**src/rtl/serial_tx.sv**
```systemverilog
// Parallel-to-serial transmitter: start bit, DATA_W data bits LSB first, stop bit,
// each held CLKS_PER_BIT clocks; the line output is registered and idles high.
module serial_tx #(
    parameter int DATA_W       = 8,
    parameter int CLKS_PER_BIT = 4
) (
    input  logic              clk,
    input  logic              rst,
    input  logic [DATA_W-1:0] tx_data,
    input  logic              tx_valid,
    output logic              tx_ready,
    output logic              out,
    output logic              busy,
    output logic              done
);
    localparam int CNT_W = (CLKS_PER_BIT > 1) ? $clog2(CLKS_PER_BIT) : 1;
    localparam int BIT_W = (DATA_W > 1) ? $clog2(DATA_W) : 1;
    localparam logic [CNT_W-1:0] DIV_LAST = CNT_W'(CLKS_PER_BIT - 1);
    localparam logic [BIT_W-1:0] BIT_LAST = BIT_W'(DATA_W - 1);

    typedef enum logic [1:0] {IDLE, START, DATA, STOP} state_e;

    state_e            state_q, state_d;
    logic [CNT_W-1:0]  div_q, div_d;
    logic [BIT_W-1:0]  bit_q, bit_d;
    logic [DATA_W-1:0] shift_q, shift_d;
    logic              out_q, out_d;
    logic              busy_q, busy_d;
    logic              done_q, done_d;
    logic              accept;
    logic              bit_end;

    assign tx_ready = (state_q == IDLE);
    assign accept   = tx_valid && tx_ready;
    assign bit_end  = (div_q == DIV_LAST);

    // out_d is the line value for the state being entered, so out stays aligned with state.
    always_comb begin
        state_d = state_q;
        div_d   = div_q;
        bit_d   = bit_q;
        shift_d = shift_q;
        out_d   = out_q;
        done_d  = 1'b0;
        if (state_q != IDLE) begin
            div_d = bit_end ? '0 : div_q + 1'b1;
        end
        case (state_q)
            IDLE: begin
                out_d = 1'b1;
                div_d = '0;
                bit_d = '0;
                if (accept) begin
                    state_d = START;
                    shift_d = tx_data;
                    out_d   = 1'b0;
                end
            end
            START: begin
                if (bit_end) begin
                    state_d = DATA;
                    out_d   = shift_q[0];
                end
            end
            DATA: begin
                out_d = shift_q[0];
                if (bit_end) begin
                    shift_d = shift_q >> 1;
                    out_d   = shift_d[0];
                    if (bit_q == BIT_LAST) begin
                        state_d = STOP;
                        out_d   = 1'b1;
                    end else begin
                        bit_d = bit_q + 1'b1;
                    end
                end
            end
            STOP: begin
                out_d = 1'b1;
                if (bit_end) begin
                    state_d = IDLE;
                    done_d  = 1'b1;
                end
            end
            default: begin
                state_d = IDLE;
                out_d   = 1'b1;
            end
        endcase
        busy_d = (state_d != IDLE);
    end

    always_ff @(posedge clk) begin
        if (rst) begin
            state_q <= IDLE;
            div_q   <= '0;
            bit_q   <= '0;
            shift_q <= '0;
            out_q   <= 1'b1;
            busy_q  <= 1'b0;
            done_q  <= 1'b0;
        end else begin
            state_q <= state_d;
            div_q   <= div_d;
            bit_q   <= bit_d;
            shift_q <= shift_d;
            out_q   <= out_d;
            busy_q  <= busy_d;
            done_q  <= done_d;
        end
    end

    assign out  = out_q;
    assign busy = busy_q;
    assign done = done_q;
endmodule

```
**config.mk**
```make
export PLATFORM = sky130hd
export DESIGN_NAME = serial_tx
export DESIGN_NICKNAME = d
export VERILOG_FILES = /design/src/rtl/serial_tx.sv
export SDC_FILE = /design/constraint.sdc
export NUM_CORES = 1
export LEC_CHECK = 0
export CAP_MARGIN = 40
export CORE_MARGIN = 1
export CORE_UTILIZATION = 46
export CTS_CLUSTER_DIAMETER = 120
export DETAILED_ROUTE_END_ITERATION = 12
export PLACE_DENSITY = 0.73
export SYNTH_ARGS = -nofsm -noshare
export SYNTH_HDL_FRONTEND = slang
export SYNTH_SLANG_ARGS = --single-unit
```
**constraint.sdc**
```tcl
create_clock -name clk -period 1.2 [get_ports clk]
set_input_delay 0.18 -clock clk [delete_from_list [all_inputs] [get_ports clk]]
set_output_delay 0.18 -clock clk [all_outputs]
set_load 0.05 [all_outputs]
```
==> flow_summary_export.csv, run 1 <==
group,metric,value,unit
setup_path,worst_setup_path_start_kind,"register",
floorplan,die_h,47.2,um
drt,antenna_left,0,
drt,vias,773,
finish,fin_nets,134,
timing,fmax,772,MHz
setup_path,crit_path_top_delay_cell,"dfxtp_2",
yosys,yosysTopAreaCell,"dfxtp_1",
power,p_leak,0.577,nW
clock_tree,cts_tree,"built",
power,switching_power,345,uW
finish,finalInstanceArea,1400,um2
yosys,postSynthCellCount,89,
setup_path,crit_top_cell,"ha_4",
place,dp_hpwl,1380,um
timing,fin_ws,-95.3,ps
clock_tree,htreeDepth,1,
setup_path,worstPathMaxFanout,4,
timing,clock-skew-final,6.85,ps
drt,drtIter0Drc,11,
timing,maxSlewHeadroom,75.4,%
yosys,avgSynthCellArea,10.6,um2
finish,area_growth,48.9,%
yosys,ys_seq_area_share,38.3,%
setup_path,path_buf_inv,0,
grt,grt_pass1_vias,685,
yosys,synth-main-ff-cell,"dfxtp_1",
clock_tree,root_buffer,"clkbuf_4",
finish,drive_gt1_share,50.4,%
power,p_per_area,933,nW/um2
yosys,synth_edf_count,0,
timing,hold_violations,0,
yosys,synth_area,940,um2
grt,overflow,0,
power,vdd_drop_max,0.641,mV
setup_path,critPathCaptureType,"register",
grt,track_usage,20.0,%
job,max_cap_violations,0,
floorplan,row_count,15,
grt,grt_pass1_wl,3040,um
timing,setup-violations-final,13,
floorplan,die_w,47.2,um
yosys,async_flop_share,0,%
power,power,1.31,mW
clock_tree,clock_latency,290,ps
clock_tree,cts_buffer_depth,2,
grt,antenna_found_initial,0,
floorplan,io_pins,15,
floorplan,start_util,51.6,%
yosys,synth_top_cell_area_share,38.3,%
worst_hold_path,min_path_type,"register to register",
place,place.gp.congestion,0.820,
timing,period_minus_slack,1300,ps
timing,tightest_slew,368,ps
power,p_clk_share,28.5,%
yosys,ys_warn_count,0,
yosys,yosysUniqueCellTypes,35,
run_status,violations,"setup timing",
power,intPower,961,uW
clock_tree,cts_sinks,18,
timing,hold-worst-slack,436,ps
run_status,status,"finished, violations left",
yosys,synthTopCellsByArea,"dfxtp_1 38%, a2111oi_2 11%, nor2_4 8.4%, ha_1 4.0%, nor2_1 4.0%",
timing,rsz0062_at_grt,"yes",
setup_path,crit_family,"flip-flops",
floorplan,core_area,1820,um2
power,p_comb_share,21.4,%
yosys,yosys_register_bits,18,
setup_path,critPathKind,"register to register",
drt,wl_per_cell,13.7,um
power,netSwitchingFraction,26.4,%
drt,wl,1970,um
timing,min_period_over_period,108,%
place,placed_area,1280,um2
power,seq_power_share,50.1,%
timing,slew_viol_final,0,
setup_path,worstPathCellList,"ha_4, ha_4, nor3b_2, nor3_2, mux2_4",
clock_tree,cts_buffers,3,
floorplan,fp.dieArea,2230,um2
setup_path,crit_arrival,1480,ps
finish,num_antenna_cells,0,
setup_path,slowest_delay,350,ps
drt,drtPass1Iterations,4,
drt,drc_errors,0,
setup_path,required,1380,ps
drt,viasPerCell,5.37,
yosys,mappedNetlistNets,103,
clock_tree,clkTransAtPathRegs,100,ps
place,preCtsSetupSlack,-317,ps
grt,grt_max_degree,11,
place,port-buffer-count,14,
-- routing by layer --
metal | GRT usage [%] | up-vias | routed length (um)
met5 | 0 | - | 0
met4 | 8.57 | 0 | 32
met3 | 3.85 | 4 | 86
met2 | 34.2 | 18 | 1050
met1 | 24.4 | 376 | 804
li1 | - | 375 | -
-- flip-flops by register name, summed over array words and instances (netlist names) --
signal   count
state_q      2
shift_q      8
done         1
busy         1
bit_q        3
div_q        2
out          1
-- worst paths after layout --
path | startpoint | endpoint | slack [ps] | cells after the start
max reg2reg | bit_q[1] | bit_q[0] | -100 | 5
min reg2reg | div_q[0] | div_q[0] | 440 | 1
min | div_q[0] | div_q[0] | 440 | 1
max | bit_q[1] | bit_q[0] | -100 | 5
-- final cells by class --
cell class	count	area (um2)
clock buffer	4	36.3
multi-input combinational	57	594
fill	136	422
sequential	18	373
tap	25	31.3
timing repair buffer	32	334
inverter	8	30.0
-- placed cells by master (no fill, tap or decap), types with 2 or more instances in the layout --
cell type	n
inv_1	8
clkdlybuf4s50_1	9
a22o_1	2
buf_12	5
buf_6	2
clkbuf_4	3
o21ai_0	2
nor2_1	10
a2111oi_2	5
buf_4	15
ha_4	3
dfxtp_1	12
nor2_4	8
a2111oi_4	2
dfxtp_2	4
nand2_1	2
dfxtp_4	2
-- cell usage after synthesis (all sizes together) (2+ instances only) --
| cell type | count |
|---|---|
| nand2 | 2 |
| buf | 5 |
| a22o | 2 |
| nor3b | 2 |
| inv | 8 |
| nor2b | 2 |
| dfxtp | 18 |
| o21ai | 3 |
| nand3b | 2 |
| nor3 | 2 |
| ha | 3 |
| nor2 | 18 |
| a2111oi | 7 |
-- worst reg2reg max path: cells and delay by family (launching register included) --
kind / cells / cell delay (ps)
and+or+nand+nor: 2 / 260
muxes: 1 / 250
DFF: 1 / 350
adders and majority gates: 2 / 330
-- power groups by stage --
stage / logic (mW) / registers (mW) / clock network, mW
global placement: 0.254 / 0.666 / 0
global route: 0.295 / 0.657 / 0.407
CTS: 0.272 / 0.653 / 0.385
floorplan: 0.144 / 0.677 / 0
finish: 0.280 / 0.654 / 0.372
detailed placement: 0.260 / 0.668 / 0
-- cells by family (layout without fill, tap and decap cells) --
logic type | count (synthesis) | count (layout) | share of synthesized area [%]
simple gates | 33 | 33 | 25.0
compound gates | 19 | 19 | 21.6
flops | 18 | 18 | 38.3
buf+inv | 14 | 44 | 8.92
fa+ha+maj | 3 | 3 | 4.00
xor+xnor | 1 | 1 | 0.932
mux | 1 | 1 | 1.20
-- metrics by stage --
stage	setup TNS, ps	util, %	cells
6_report	-606	76.8	144
5_1_grt	-1250	76.8	144
4_1_cts	-613	75.2	143
3_5_place_dp	-3130	70.4	136
3_3_place_gp	-2660	70.4	136
2_1_floorplan	-296	-	89
-- what timing repair did --
| item | in CTS | in global routing |
|---|---|---|
| gates cloned | 0 | 0 |
| pin swaps | 8 | 2 |
| setup buffers | 3 | 1 |
| endpoints found under the setup margin | 14 | 13 |
| gates resized for setup | 7 | 4 |
| hold buffers | 0 | 0 |
(Power assumes the default switching activity.)
==> run 2, diff against run 1 <==
--- a/config.mk
+++ b/config.mk
@@ -5,7 +5,7 @@
 export SDC_FILE = /design/constraint.sdc
 export NUM_CORES = 1
 export LEC_CHECK = 0
-export CAP_MARGIN = 40
+export CAP_MARGIN = 20
 export CORE_MARGIN = 1
 export CORE_UTILIZATION = 46
 export CTS_CLUSTER_DIAMETER = 120
==> results of run 2 <==
Same layout as run 1: the final DEF is identical, and so are final timing and power.
